===== src/rtl/sram_arbiter.sv =====
// Shares one sram-like slave between an instruction and a data requester, with in-order response routing.
// Optional macro SRAM_ARB_ROUND_ROBIN_EN selects round-robin arbitration; otherwise data has fixed priority.
//
// state     | meaning
// ST_IDLE   | grant chosen combinationally from the asserted requests
// ST_LOCKED | slave stalled the address phase; grant held on lock_id_q until its handshake
module sram_arbiter #(
  parameter int OUTSTANDING_DEPTH = 4
) (
  input  logic        clk,
  input  logic        reset,

  input  logic        inst_sram_req,
  input  logic        inst_sram_wr,
  input  logic [1:0]  inst_sram_size,
  input  logic [31:0] inst_sram_addr,
  input  logic [3:0]  inst_sram_wstrb,
  input  logic [31:0] inst_sram_wdata,
  output logic        inst_sram_addr_ok,
  output logic        inst_sram_data_ok,
  output logic [31:0] inst_sram_rdata,

  input  logic        data_sram_req,
  input  logic        data_sram_wr,
  input  logic [1:0]  data_sram_size,
  input  logic [31:0] data_sram_addr,
  input  logic [3:0]  data_sram_wstrb,
  input  logic [31:0] data_sram_wdata,
  output logic        data_sram_addr_ok,
  output logic        data_sram_data_ok,
  output logic [31:0] data_sram_rdata,

  output logic        sram_req,
  output logic        sram_wr,
  output logic [1:0]  sram_size,
  output logic [31:0] sram_addr,
  output logic [3:0]  sram_wstrb,
  output logic [31:0] sram_wdata,
  input  logic        sram_addr_ok,
  input  logic        sram_data_ok,
  input  logic [31:0] sram_rdata
);

  localparam int PTR_W = $clog2(OUTSTANDING_DEPTH);
  localparam int CNT_W = $clog2(OUTSTANDING_DEPTH) + 1;
  localparam logic [CNT_W-1:0] FULL_CNT = CNT_W'(OUTSTANDING_DEPTH);
  localparam logic [PTR_W-1:0] LAST_PTR = PTR_W'(OUTSTANDING_DEPTH - 1);
  localparam logic ID_INST = 1'b0;
  localparam logic ID_DATA = 1'b1;

  typedef enum logic {
    ST_IDLE   = 1'b0,
    ST_LOCKED = 1'b1
  } grant_state_e;

  grant_state_e     state_q, state_d;
  logic             lock_id_q, lock_id_d;
  logic [PTR_W-1:0] wr_ptr_q, wr_ptr_d;
  logic [PTR_W-1:0] rd_ptr_q, rd_ptr_d;
  logic [CNT_W-1:0] count_q, count_d;
  logic             id_mem_q [OUTSTANDING_DEPTH];
  logic             id_mem_d [OUTSTANDING_DEPTH];

  logic grant_valid;
  logic grant_id;
  logic fifo_full;
  logic fifo_empty;
  logic push;
  logic pop;
  logic head_id;

`ifdef SRAM_ARB_ROUND_ROBIN_EN
  logic rr_data_q, rr_data_d;
`endif

  assign fifo_full  = (count_q == FULL_CNT);
  assign fifo_empty = (count_q == '0);

  // Grant selection; a held lock always overrides the arbitration policy.
  always_comb begin
    grant_valid = 1'b0;
    grant_id    = ID_DATA;
    if (state_q == ST_LOCKED) begin
      grant_id    = lock_id_q;
      grant_valid = lock_id_q ? data_sram_req : inst_sram_req;
    end else if (data_sram_req && inst_sram_req) begin
`ifdef SRAM_ARB_ROUND_ROBIN_EN
      grant_id    = rr_data_q ? ID_DATA : ID_INST;
`else
      grant_id    = ID_DATA;
`endif
      grant_valid = 1'b1;
    end else if (data_sram_req) begin
      grant_id    = ID_DATA;
      grant_valid = 1'b1;
    end else if (inst_sram_req) begin
      grant_id    = ID_INST;
      grant_valid = 1'b1;
    end
    // A full ID FIFO blocks new requests even when a pop frees a slot this cycle.
    if (reset || fifo_full) begin
      grant_valid = 1'b0;
    end
  end

  always_comb begin
    sram_wr    = 1'b0;
    sram_size  = '0;
    sram_addr  = '0;
    sram_wstrb = '0;
    sram_wdata = '0;
    if (grant_valid) begin
      if (grant_id == ID_DATA) begin
        sram_wr    = data_sram_wr;
        sram_size  = data_sram_size;
        sram_addr  = data_sram_addr;
        sram_wstrb = data_sram_wstrb;
        sram_wdata = data_sram_wdata;
      end else begin
        sram_wr    = inst_sram_wr;
        sram_size  = inst_sram_size;
        sram_addr  = inst_sram_addr;
        sram_wstrb = inst_sram_wstrb;
        sram_wdata = inst_sram_wdata;
      end
    end
  end

  assign sram_req          = grant_valid;
  assign inst_sram_addr_ok = grant_valid && (grant_id == ID_INST) && sram_addr_ok;
  assign data_sram_addr_ok = grant_valid && (grant_id == ID_DATA) && sram_addr_ok;

  assign push    = grant_valid && sram_addr_ok;
  assign pop     = sram_data_ok && !fifo_empty && !reset;
  assign head_id = id_mem_q[rd_ptr_q];

  assign inst_sram_data_ok = pop && (head_id == ID_INST);
  assign data_sram_data_ok = pop && (head_id == ID_DATA);
  assign inst_sram_rdata   = sram_rdata;
  assign data_sram_rdata   = sram_rdata;

  always_comb begin
    state_d   = state_q;
    lock_id_d = lock_id_q;
    case (state_q)
      ST_IDLE: begin
        if (grant_valid && !sram_addr_ok) begin
          state_d   = ST_LOCKED;
          lock_id_d = grant_id;
        end
      end
      ST_LOCKED: begin
        // Also release if the locked requester withdraws its request.
        if (push || !grant_valid) begin
          state_d = ST_IDLE;
        end
      end
      default: state_d = ST_IDLE;
    endcase
  end

`ifdef SRAM_ARB_ROUND_ROBIN_EN
  always_comb begin
    rr_data_d = rr_data_q;
    if (push) begin
      rr_data_d = (grant_id == ID_INST);
    end
  end
`endif

  always_comb begin
    wr_ptr_d = wr_ptr_q;
    rd_ptr_d = rd_ptr_q;
    count_d  = count_q;
    id_mem_d = id_mem_q;
    if (push) begin
      id_mem_d[wr_ptr_q] = grant_id;
      wr_ptr_d = (wr_ptr_q == LAST_PTR) ? '0 : wr_ptr_q + PTR_W'(1);
    end
    if (pop) begin
      rd_ptr_d = (rd_ptr_q == LAST_PTR) ? '0 : rd_ptr_q + PTR_W'(1);
    end
    case ({push, pop})
      2'b10:   count_d = count_q + CNT_W'(1);
      2'b01:   count_d = count_q - CNT_W'(1);
      default: count_d = count_q;
    endcase
  end

  always_ff @(posedge clk) begin
    if (reset) begin
      state_q   <= ST_IDLE;
      lock_id_q <= ID_INST;
      wr_ptr_q  <= '0;
      rd_ptr_q  <= '0;
      count_q   <= '0;
`ifdef SRAM_ARB_ROUND_ROBIN_EN
      rr_data_q <= 1'b1;
`endif
    end else begin
      state_q   <= state_d;
      lock_id_q <= lock_id_d;
      wr_ptr_q  <= wr_ptr_d;
      rd_ptr_q  <= rd_ptr_d;
      count_q   <= count_d;
`ifdef SRAM_ARB_ROUND_ROBIN_EN
      rr_data_q <= rr_data_d;
`endif
    end
  end

  // ID storage needs no reset; entries are only read behind a valid count.
  always_ff @(posedge clk) begin
    id_mem_q <= id_mem_d;
  end

endmodule


===== config.mk =====
export PLATFORM = sky130hd
export DESIGN_NAME = sram_arbiter
export DESIGN_NICKNAME = d
export VERILOG_FILES = /design/src/rtl/sram_arbiter.sv
export SDC_FILE = /design/constraint.sdc
export NUM_CORES = 1
export LEC_CHECK = 0
export BUFFER_PORTS_ARGS = -buffer_cell sky130_fd_sc_hd__buf_4
export CAP_MARGIN = 25
export CORE_AREA = 2 2 123 125
export DETAILED_ROUTE_END_ITERATION = 8
export DIE_AREA = 0 0 125 127
export PLACE_DENSITY = 0.52
export SLEW_MARGIN = 20
export SYNTH_ARGS = -nofsm -noshare
export SYNTH_HDL_FRONTEND = slang
export SYNTH_SLANG_ARGS = --single-unit

===== constraint.sdc =====
create_clock -name clk -period 2.3 [get_ports clk]
set_clock_uncertainty 0.15 [all_clocks]
set_input_delay 0.23 -clock clk [delete_from_list [all_inputs] [get_ports clk]]
set_output_delay 0.23 -clock clk [all_outputs]
set_load 0.02 [all_outputs]

==> metrics, run 1 <==
synth unique cells 37; Final Core Density 26.0%; largest stage delay on the critical path 0.34 ns; reg2reg setup slack 0.002 ns; commonest non-fill, non-tap cell in the layout buf_4; DRC violation count after routing 0; Crit Path Max Fanout 3; status finished, final reports clean; share of cells above drive strength 1 57.6%; io pins 320; insertion delay to the later sink of the worst-skew pair 0.24 ns; Core Box Area 14400 sq um; port bufs 223; row count 44; vias in the first global route 2674; Iter 0 DRT Violations 126; Final Instance Area 3750 sq um; area grow syn2layout 68.4%; final critical-path share of the clock period 99.9%; GRT overflow 0; Mapped Cells 307; ant diodes 0; hold_buf cts 0; CP max-delay cell fa_2; Hold Fails Final Rpt 0; detailed-route wire length per cell 16.1 um; TNS Setup 0 ns; cts bufs inserted 3; Vias 2755; Fill cells 1582; RSZ-0062 raised after global routing true; CTS tree yes; Synth top area share 24.3%; Final Critical Period 2.30 ns; Cell Pwr Density 367 nW/um^2; Synth Register Bits 13; Crit path max-delay family simple AND/OR/NAND/NOR gates; Post-Route WL 10400 um; Max-cap violations 0; Starting Density 15.4%; DR pass1 iterations 4; Slew Viols, Final 0; Worst IR Drop VDD 0.194 mV; die height 127 um; relative slew slack 66.7%; clock slew at reported path FFs 0.04 ns; Synth area leader buf_4; Fmax 435 MHz; htree depth 1; overall power 0.00137 W; Mapped Area 2230 sq um; vias per std cell 4.26; Nets 650; WP buf/inv 2; yosys warns 0; largest net degree at the start of global routing 74; Worst setup SP type flip-flop; CTS root buffer clkbuf_16; # clock sinks 13; Synth area leaders buf_4 (24%), a22oi_1 (24%), nor2_1 (14%); Die Area 15900 sq um; worst path required time 2.33 ns; Hold Slack 0.0532 ns; DP HPWL 8780 um; gpl congestion 0.757; syn_nets 494; worst slew pin tran 0.499 ns; initial antenna violation count 0; P_leak 1.84 nW; WP data arrival 2.33 ns; Final Setup Violations 0; die width 125 um; buffer depth of the longest clock path 2; CP Capture Type flip-flop; Final ANT Viol Nets 0; first-pass GRT wire length 15100 um; Avg Inst Size Synth 7.25 sq um; post-placement cell area 3630 sq um; worst path cell trace and2b_4, nor2b_4, o2111a_4, inv_4, ha_4, inv_2, fa_2, xor2_2, or3_1, a21oi_2; worst hold path type primary input to flip-flop; most frequent cells in the layout buf_4 (237), nor2_1 (81), a22oi_1 (71), dfxtp_1 (8), ha_1 (5); WS Path Type flip-flop to flip-flop; sequential share of the synthesized area 13.5%; Global Route Usage Sum 11.8%
## report_power, final
group          leakage, nW  switching, W  internal (W)
sequential           0.109     0.0000118      0.000250
clock               0.0409      0.000101      0.000232
combinational         1.69      0.000383      0.000398
total                 1.84      0.000495      0.000880
## state kept, by name, summed over array words and instances (netlist names)
signal and flops:
id_mem_q 4, wr_ptr_q 2, lock_id_q 1, rd_ptr_q 2, state_q 1, count_q 3
## cell usage after synthesis, drive strengths merged
cell / count
a21o: 1
a21oi: 6
a22oi: 71
and2: 5
and2b: 1
and3: 1
and3b: 1
buf: 81
clkbuf: 8
dfxtp: 9
edfxtp: 4
fa: 1
ha: 6
inv: 6
mux2: 1
mux2i: 2
mux4: 1
nand2: 1
nand2b: 2
nand3: 1
nand3b: 1
nor2: 83
nor2b: 1
nor3: 4
nor4: 1
o2111a: 1
o21a: 1
o21ai: 2
o31ai: 1
or3: 1
xor2: 2
## path summary, 6_finish.rpt
| path | cells past startpoint | end | start |
|---|---|---|---|
| worst max-delay path | 10 | count_q[2] | lock_id_q |
| worst min-delay path | 2 | state_q | sram_addr_ok |
| worst max register to register | 10 | count_q[2] | lock_id_q |
| worst min register to register | 2 | wr_ptr_q[1] | wr_ptr_q[1] |
## worst reg2reg max path: cells and delay by family, from the launching register on
| kind | cells | cell delay [ns] |
|---|---|---|
| AND/OR/NAND/NOR | 3 | 0.65 |
| adder cells (fa/ha/maj) | 2 | 0.47 |
| AO/OA/AOI/OAI | 2 | 0.42 |
| flip-flops | 1 | 0.31 |
| XOR/XNOR | 1 | 0.15 |
| buffers and inverters | 2 | 0.09 |
## logic make-up after synthesis
group	Yosys count	share of synthesized area, %
AOI/OAI and AO/OA	83	27.9
xor gates and xnor gates	2	0.787
adders and majority gates	7	4.27
buffers and inverters	95	30.7
DFF	13	13.5
muxes	4	2.58
and+or+nand+nor	103	20.3
## cell type report
class,instances,area [sq um],area share (%)
Timing Repair Buffer,240,1830,48.9
Multi-Input combinational cell,199,1280,34.1
Tap cell,184,230,6.14
Sequential cell,13,302,8.04
Clock inverter,1,5.00,0.133
Inverter,6,25.0,0.667
Clock buffer,3,75.1,2.00
## routing by layer
metal	track usage, %	up-vias	part of all wire [%]
li1	-	1321	-
met1	13.9	1250	38
met2	21.5	172	52
met3	3.22	12	7.9
met4	2.22	0	1.7
met5	0	-	0
## what timing repair did
item	4_1_cts	5_1_grt
gates resized for setup	1	7
buffers inserted	0	2
endpoints found under the setup margin	32	33
pin swaps	2	1
## metrics by stage
stage / instances / setup WS [ns]
2_1_floorplan: 307 / 0.0190
3_3_place_gp: 640 / 0.0177
3_5_place_dp: 640 / -0.0119
4_1_cts: 644 / 0.00440
5_1_grt: 646 / -0.0667
6_report: 646 / 0.00233
Power figures use the tool's default switching activity.
==> inputs of run 2 (changes only) <==
--- a/config.mk
+++ b/config.mk
@@ -11,6 +11,7 @@
 export DETAILED_ROUTE_END_ITERATION = 8
 export DIE_AREA = 0 0 125 127
 export PLACE_DENSITY = 0.52
+export SETUP_SLACK_MARGIN = 0.3
 export SLEW_MARGIN = 20
 export SYNTH_ARGS = -nofsm -noshare
 export SYNTH_HDL_FRONTEND = slang
==> run 2 against run 1 <==
Net effect:
- the flow now finishes with violations (setup timing)
- design area rose by 31%
- combinational power grew 49%
- clock power barely moved
- via count is 9.5% higher
- setup slack got worse by 0.0046 ns
- die area stayed put
- power is 28% higher
- fmax down 0.20%
- non-clock buffer count rose by 35
- largest power group unchanged
==> metrics, run 2 (synthesis results as in run 1) <==
Hold Slack 0.0594 ns (+0.00616 ns); io pins 320 (unchanged); Slew Viols, Final 0 (unchanged); commonest non-fill, non-tap cell in the layout buf_4; detailed-route wire length per cell 20.5 um (+27%); row count 44 (unchanged); share of cells above drive strength 1 72.1% (+15 points); cts bufs inserted 3 (unchanged); clock network power share 18.9% (-5.3 points); Largest register FFs 4 (unchanged); first-pass GRT wire length 19300 um (+28%); Final Instance Area 4900 sq um (+31%); largest net degree at the start of global routing 43 (-42%); Iter 0 DRT Violations 140 (+11%); initial antenna violation count 0 (unchanged); # clock sinks 13 (unchanged); port bufs 223 (unchanged); Worst IR Drop VDD 0.205 mV (+5.7%); gpl congestion 0.756 (-0.12%); CP endpoint count_q[2]; worst slew pin tran 0.570 ns (+0.0706 ns); most frequent cells in the layout buf_4 (233), nor2_1 (76), a22oi_2 (51), a22oi_1 (20), buf_16 (18); FF-to-FF End count_q[2]; Final ANT Viol Nets 0 (unchanged); DP HPWL 8940 um (+1.9%); htree depth 1 (unchanged); Starting Density 15.4% (unchanged); CTS tree yes; WP data arrival 2.33 ns (about the same); DR pass1 iterations 4 (unchanged); ant diodes 0 (unchanged); Post-Route WL 14000 um (+34%); area grow syn2layout 120%; Fill cells 1521 (-3.9%); Top Registers id_mem_q (4), count_q (3); Most flops, register id_mem_q; Hold Fails Final Rpt 0 (unchanged); die width 125 um (unchanged); GRT overflow 0 (unchanged); buffer depth of the longest clock path 2 (unchanged); die height 127 um (unchanged); Final WS setup -0.00230 ns (-0.00463 ns); final critical-path share of the clock period 100% (+0.20 points); WS Path Type flip-flop to flip-flop; P_leak 2.25 nW (+22%); violated checks setup timing; Crit Path Max Fanout 2 (-1); Logic pwr share 66.2% (+9.4 points); vias in the first global route 3047 (+14%); Psw 0.000628 W (+27%); insertion delay to the later sink of the worst-skew pair 0.24 ns (about the same); status finished, violations left; vias per std cell 4.42 (+3.7%); Worst Reg-to-Reg Cells 10 (unchanged); CTS root buffer clkbuf_16; Max-cap violations 0 (unchanged); Final Critical Period 2.30 ns (+0.00463 ns); Fmax 434 MHz (-0.20%); FF-to-FF Start lock_id_q; overall power 0.00175 W (+28%); Seq pwr share 15.0% (-4.1 points); Global Route Usage Sum 16.2% (+4.5 points); RSZ-0062 raised after global routing true; clock slew at reported path FFs 0.04 ns (about the same); Critical Path Start lock_id_q; worst path required time 2.33 ns (about the same); Core Box Area 14400 sq um (unchanged); CP Capture Type flip-flop; relative slew slack 62.0% (-4.7 points); Internal 0.00113 W (+28%); Worst setup SP type flip-flop; Vias 3017 (+9.5%); worst hold path type primary input to flip-flop; Cell Pwr Density 358 nW/um^2 (-2.4%); reg2reg setup slack -0.002 ns (about the same); Die Area 15900 sq um (unchanged); Nets 686 (+5.5%); TNS Setup -0.00230 ns (-0.00230 ns); Final Setup Violations 1 (+1); DRC violation count after routing 0 (unchanged); hold_buf cts 0 (unchanged); sw frac 35.8% (-0.19 points); post-placement cell area 3600 sq um (-0.69%)
run 2: cell types whose count changed in the layout (fill, tap and decap cells not counted), moves of 5 or more:
cell	delta
a22oi_1	-51
buf_16	+18
nor2_1	-5
buf_6	+7
a22oi_2	+51
buf_12	+12
run 2: power by group through the flow:
stage	Combinational, W	Clock, W	Sequential, W
final	0.00116	0.000331	0.000262
after global routing	0.00123	0.000344	0.000265
after CTS	0.00111	0.000337	0.000262
after global placement	0.000766	0	0.000265
after floorplan	0.000544	0	0.000264
after detailed placement	0.000779	0	0.000266
run 2: stage by stage:
stage | std cells | setup slack (ns) | util [%]
2_1_floorplan | 307 | 0.0386 | -
3_3_place_gp | 635 | 0.0252 | 25.0
3_5_place_dp | 635 | 0.0157 | 25.0
4_1_cts | 672 | 0.0235 | 32.4
5_1_grt | 682 | -0.0721 | 34.0
6_report | 682 | -0.00230 | 34.0
run 2: critical path, stage by stage, from the launching register on:
cell and delay [ns]:
dfxtp_1 0.30, and2b_4 0.26, nor2b_4 0.05, o2111a_4 0.29, inv_4 0.07, ha_4 0.13, inv_2 0.04, fa_2 0.34
xor2_1 0.15, or3_1 0.33, a21oi_2 0.13
run 2: layer usage:
layer,vias up,part of all wire (%),global-route usage (%)
met4,0,1.9,3.46
met2,168,54,30.8
met1,1430,37,18.9
li1,1405,-,-
met5,-,0,0
met3,14,6.7,3.02
run 2: repair_timing:
| item | 4_1_cts | 5_1_grt |
|---|---|---|
| cloned | 20 | 1 |
| buffers inserted | 13 | 9 |
| endpoints found under the setup margin | 75 | 76 |
| pin swaps | 13 | 19 |
| gates resized for setup | 73 | 23 |
run 2: how the worst min path moves through the flow:
stage	from	endpoint	slack (ns)	cells after the start
4_1_cts	sram_addr_ok	state_q	0.05	2
3_3_place_gp	sram_addr_ok	state_q	0.29	2
5_1_grt	sram_addr_ok	state_q	0.06	2
3_5_place_dp	sram_addr_ok	state_q	0.30	2
6_report	sram_addr_ok	state_q	0.06	2
2_1_floorplan	sram_addr_ok	state_q	0.16	1
run 2: layout make-up:
| type | count | area (sq um) | area share [%] |
|---|---|---|---|
| flip-flops and latches | 13 | 303 | 6.18 |
| repair buffers | 275 | 2690 | 55.0 |
| inverters | 6 | 25.0 | 0.511 |
| clock buffers | 3 | 75.1 | 1.53 |
| clock inverters | 1 | 5.00 | 0.102 |
| multi-input cells | 200 | 1570 | 32.0 |
| well taps | 184 | 230 | 4.70 |
